File: src/rtl/instr_fetch_unit.sv
// Instruction fetch front end: PC register, word-addressed ROM interface and a
// small prefetch queue presenting {pc, instr} pairs to decode over valid/ready.
module instr_fetch_unit #(
  parameter int          ADDR_W   = 5,
  parameter logic [31:0] RESET_PC = 32'h0000_0000,
  parameter int          DEPTH    = 2
) (
  input  logic              clk,
  input  logic              reset,
  output logic [ADDR_W-1:0] rom_addr,
  input  logic [31:0]       rom_instr,
  input  logic              redirect_valid,
  input  logic [31:0]       redirect_addr,
  output logic              out_valid,
  input  logic              out_ready,
  output logic [31:0]       out_instr,
  output logic [31:0]       out_pc,
  output logic              fetch_fault
);

  localparam int PTR_W = (DEPTH > 1) ? $clog2(DEPTH) : 1;
  localparam int CNT_W = $clog2(DEPTH + 1);
  localparam logic [PTR_W-1:0] PTR_LAST = PTR_W'(DEPTH - 1);
  localparam logic [CNT_W-1:0] DEPTH_C  = CNT_W'(DEPTH);

  logic [31:0]      pc_q, pc_d;
  logic             fault_q, fault_d;
  logic [PTR_W-1:0] rd_ptr_q, rd_ptr_d;
  logic [PTR_W-1:0] wr_ptr_q, wr_ptr_d;
  logic [CNT_W-1:0] count_q, count_d;
  logic [31:0]      qpc_q[DEPTH];
  logic [31:0]      qpc_d[DEPTH];
  logic [31:0]      qinstr_q[DEPTH];
  logic [31:0]      qinstr_d[DEPTH];

  logic in_range;
  logic pop;
  logic push;

  function automatic logic [PTR_W-1:0] ptr_inc(input logic [PTR_W-1:0] p);
    return (p == PTR_LAST) ? '0 : p + PTR_W'(1);
  endfunction

  assign rom_addr    = pc_q[ADDR_W+1:2];
  assign in_range    = (pc_q >> (ADDR_W + 2)) == 32'd0;
  assign out_valid   = (count_q != '0);
  assign out_instr   = out_valid ? qinstr_q[rd_ptr_q] : 32'd0;
  assign out_pc      = out_valid ? qpc_q[rd_ptr_q] : 32'd0;
  assign fetch_fault = fault_q;

  // A redirect swallows any pop offered in the same cycle.
  assign pop  = out_valid && out_ready && !redirect_valid;
  assign push = !fault_q && !redirect_valid && in_range && ((count_q < DEPTH_C) || pop);

  always_comb begin
    pc_d     = pc_q;
    fault_d  = fault_q;
    rd_ptr_d = rd_ptr_q;
    wr_ptr_d = wr_ptr_q;
    count_d  = count_q;
    qpc_d    = qpc_q;
    qinstr_d = qinstr_q;
    if (redirect_valid) begin
      pc_d     = {redirect_addr[31:2], 2'b00};
      fault_d  = 1'b0;
      rd_ptr_d = '0;
      wr_ptr_d = '0;
      count_d  = '0;
    end else begin
      if (!fault_q && !in_range) fault_d = 1'b1;
      if (push) begin
        qpc_d[wr_ptr_q]    = pc_q;
        qinstr_d[wr_ptr_q] = rom_instr;
        wr_ptr_d           = ptr_inc(wr_ptr_q);
        pc_d               = pc_q + 32'd4;
      end
      if (pop) rd_ptr_d = ptr_inc(rd_ptr_q);
      case ({push, pop})
        2'b10:   count_d = count_q + CNT_W'(1);
        2'b01:   count_d = count_q - CNT_W'(1);
        default: count_d = count_q;
      endcase
    end
  end

  always_ff @(posedge clk) begin
    if (reset) begin
      pc_q     <= RESET_PC;
      fault_q  <= 1'b0;
      rd_ptr_q <= '0;
      wr_ptr_q <= '0;
      count_q  <= '0;
      for (int i = 0; i < DEPTH; i++) begin
        qpc_q[i]    <= 32'd0;
        qinstr_q[i] <= 32'd0;
      end
    end else begin
      pc_q     <= pc_d;
      fault_q  <= fault_d;
      rd_ptr_q <= rd_ptr_d;
      wr_ptr_q <= wr_ptr_d;
      count_q  <= count_d;
      qpc_q    <= qpc_d;
      qinstr_q <= qinstr_d;
    end
  end

endmodule
File: config.mk
export PLATFORM = sky130hd
export DESIGN_NAME = instr_fetch_unit
export DESIGN_NICKNAME = d
export VERILOG_FILES = /design/src/rtl/instr_fetch_unit.sv
export SDC_FILE = /design/constraint.sdc
export NUM_CORES = 1
export LEC_CHECK = 0
export BUFFER_PORTS_ARGS = -buffer_cell sky130_fd_sc_hd__buf_2
export CELL_PAD_IN_SITES_DETAIL_PLACEMENT = 0
export CELL_PAD_IN_SITES_GLOBAL_PLACEMENT = 1
export CORE_UTILIZATION = 25
export DETAILED_ROUTE_END_ITERATION = 10
export GPL_ROUTABILITY_DRIVEN = 1
export PLACE_DENSITY_LB_ADDON = 0.1
export SYNTH_ARGS = -nofsm -noshare
export SYNTH_HDL_FRONTEND = slang
export SYNTH_SLANG_ARGS = --single-unit
File: constraint.sdc
create_clock -name clk -period 5.14 [get_ports clk]
set_clock_uncertainty 0.2 [all_clocks]
set_input_delay 0 -clock clk [delete_from_list [all_inputs] [get_ports clk]]
set_output_delay 0 -clock clk [all_outputs]
set_load 0.005 [all_outputs]
==> flow_summary.toml <==
[critical_path]
cp_slowest_cell = "nor4_1"
cp-start-kind = "flop"
worstPathRequired_ps = 5240
max_stage_delay_ps = 650
path_buf_inv = 0
cp_max_fo = 25
critPathArrivalTime_ps = 2930
crit_type = "reg2reg"
crit_family = "simple AND/OR/NAND/NOR gates"
worstPathCellList = "nor4_1, and3_1, a41oi_2, and2_1"
end_kind = "flop"
r2r_slack_ps = 2310

[synth]
async_flop_share_pct = 0
ys.warnings.count = 0
netlist_instances = 700
netlist-cell-type-count = 42
seq_area_frac_synth_pct = 47.6
synth-edff-count = 0
ys_ff_latch = 159
syn_area_um2 = 6690
synthFlopType = "dfxtp_1"
syn_area_per_cell_um2 = 9.56

[grt]
grt_use_total_pct = 13.1
grt_use_met2_pct = 22.7
antenna_found_initial = 0
grt_overflow = 0
grt_pass1_vias = 5605
grt_pass1_wl_mm = 28.7
use_met3_pct = 3.15
grt_start_max_net_pins = 71
met1_usage_pct = 15.8
top_usage_layer = "met2"

[layout]
mostFrequentLayoutCell = "mux2i_1"
final_cell_mix = "mux2i_1, dfxtp_1, buf_2"
area_delta_synth_final_pct = 35.4
antenna_cells = 0
nFillCells = 2714
final_nets = 959
drive_above_1_share_pct = 20.5

[floorplanning]
num_io_pins = 139
initial_utilization_pct = 25.6
rows = 59
dieArea_um2 = 27400
dieWidth_um = 166
core_area_um2 = 26100
dieHeight_um = 166

[place]
port-buffer-count = 134
hpwlAfterDp_mm = 10.7
gp_congestion = 0.732

[clocking]
cts_made_buffers = 17
cts.sinks = 159
ctsResizeCount = 0
clkSlewWorstSetupHoldPaths_ps = 70
cts_tree = "yes"
clock_latency_ps = 430
cts.path.max_buffers = 2
cts_root_buf = "clkbuf_16"
htreeDepth = 4

[timing]
finalHoldViolCount = 0
min_period_ps = 2830
timing.final.crit_share_pct = 55.1
worstMarginPinSlew_ps = 1130
slew_viol_final = 0
tns_ps = 0
timing.slew.headroom_pct = 24.7
rsz0062_at_grt = "false"
finalSetupViolCount = 0
fmax_mhz = 353

[detailed_routing]
drtPass1Iterations = 9
drc = 8
wl_mm = 17.7
antenna_left = 0
vias_per_cell = 4.40
wire_per_inst_um = 14.3
drt_iter0_drc = 246
dr_total_vias = 5445

[hold_path]
hp-class = "in2reg"

[power]
powerDensity_nw_per_um2 = 309
irDropWorstVdd_uv = 206
power_mw = 2.80
power_leakage_nw = 3.87

[run_status]
violations = "design-rule violations"
status = "complete, but fails checks"

[run]
maxCapViolCount = 0
## synth_stat cells (all sizes together) (2+ instances only)
cell | count | share of area, %
mux2i | 161 | 24
dfxtp | 159 | 48
nand2 | 114 | 6.4
nor2 | 95 | 5.3
clkbuf | 32 | 1.8
and3 | 27 | 2.5
buf | 26 | 2.5
and2 | 25 | 2.3
nor4 | 9 | 1.8
nand4 | 7 | 0.97
a21oi | 4 | 0.30
nand3 | 4 | 0.37
a31oi | 3 | 0.28
inv | 3 | 0.17
nand2b | 3 | 0.28
nor3 | 3 | 0.22
a41oi | 2 | 0.26
and4 | 2 | 0.26
ha | 2 | 0.37
nor3b | 2 | 0.22
o21ai | 2 | 0.15
o311ai | 2 | 0.26
xor2 | 2 | 0.26
## worst paths after layout
path	to	cells past startpoint	start
worst max-delay path	qpc_q[17]	4	pc_q[9]
worst min-delay path	pc_q[3]	2	reset
worst max register to register	qpc_q[17]	4	pc_q[9]
worst min register to register	qinstr_q[50]	2	qinstr_q[50]
## routing by layer
layer  share of wire [%]  up-vias
li1                    -     2730
met1                  46     2583
met2                  48      115
met3                 4.1       17
met4                 1.6        0
met5                   0        -
## logic make-up after synthesis
| logic type | share of synthesized area, % |
|---|---|
| xor+xnor | 0.393 |
| compound gates | 1.89 |
| flops | 47.6 |
| simple gates | 21.2 |
| buf+inv | 4.43 |
| mux | 24.1 |
| fa+ha+maj | 0.374 |
| other cells | 0.0560 |
## per-stage QoR
stage               util (%)  worst slack, ps  hold WS, ps  std cells  cell area (µm²)
detailed placement      28.9             2210         45.4       1117             7560
CTS                     34.7             2190         22.8       1237             9060
finish                  34.7             2310         29.9       1237             9060
global route            34.7             2110         94.8       1237             9060
floorplan                  -             2980        -52.8        701             6700
global placement        28.9             2360         35.4       1117             7560
## sequential cells by signal, indices dropped and copies added, names as in the netlist
| name | flops |
|---|---|
| qpc_q | 60 |
| pc_q | 30 |
| wr_ptr_q | 1 |
| count_q | 2 |
| fetch_fault | 1 |
| rd_ptr_q | 1 |
| qinstr_q | 64 |
## power breakdown
part | switching (mW) | internal [mW] | total, mW | leakage (nW)
Combinational | 0.0883 | 0.0973 | 0.186 | 2.28
Clock | 0.571 | 0.784 | 1.36 | 0.301
Sequential | 0.0162 | 1.25 | 1.26 | 1.29
Total | 0.676 | 2.13 | 2.80 | 3.87
## worst register-to-register path, delay by kind of cell (launching register included)
kind / cells / cell delay (ps)
compound gates: 1 / 630
flops: 1 / 310
simple gates: 3 / 1560
## cell type report
cell class | instances | area, µm² | share of cell area, %
clock inverters | 15 | 196 | 2.17
repair buffers | 227 | 1590 | 17.5
multi-input cells | 481 | 3230 | 35.7
well taps | 335 | 419 | 4.63
inverters | 3 | 13.8 | 0.152
clock buffers | 17 | 425 | 4.69
flip-flops and latches | 159 | 3190 | 35.2
## timing repair
item | in CTS | in global routing
hold endpoints to repair | 95 | 0
setup endpoints to repair | 0 | 0
buffers inserted | 0 | 0
hold buffers | 88 | 0
Note: power is estimated with default switching activity, not from simulation.
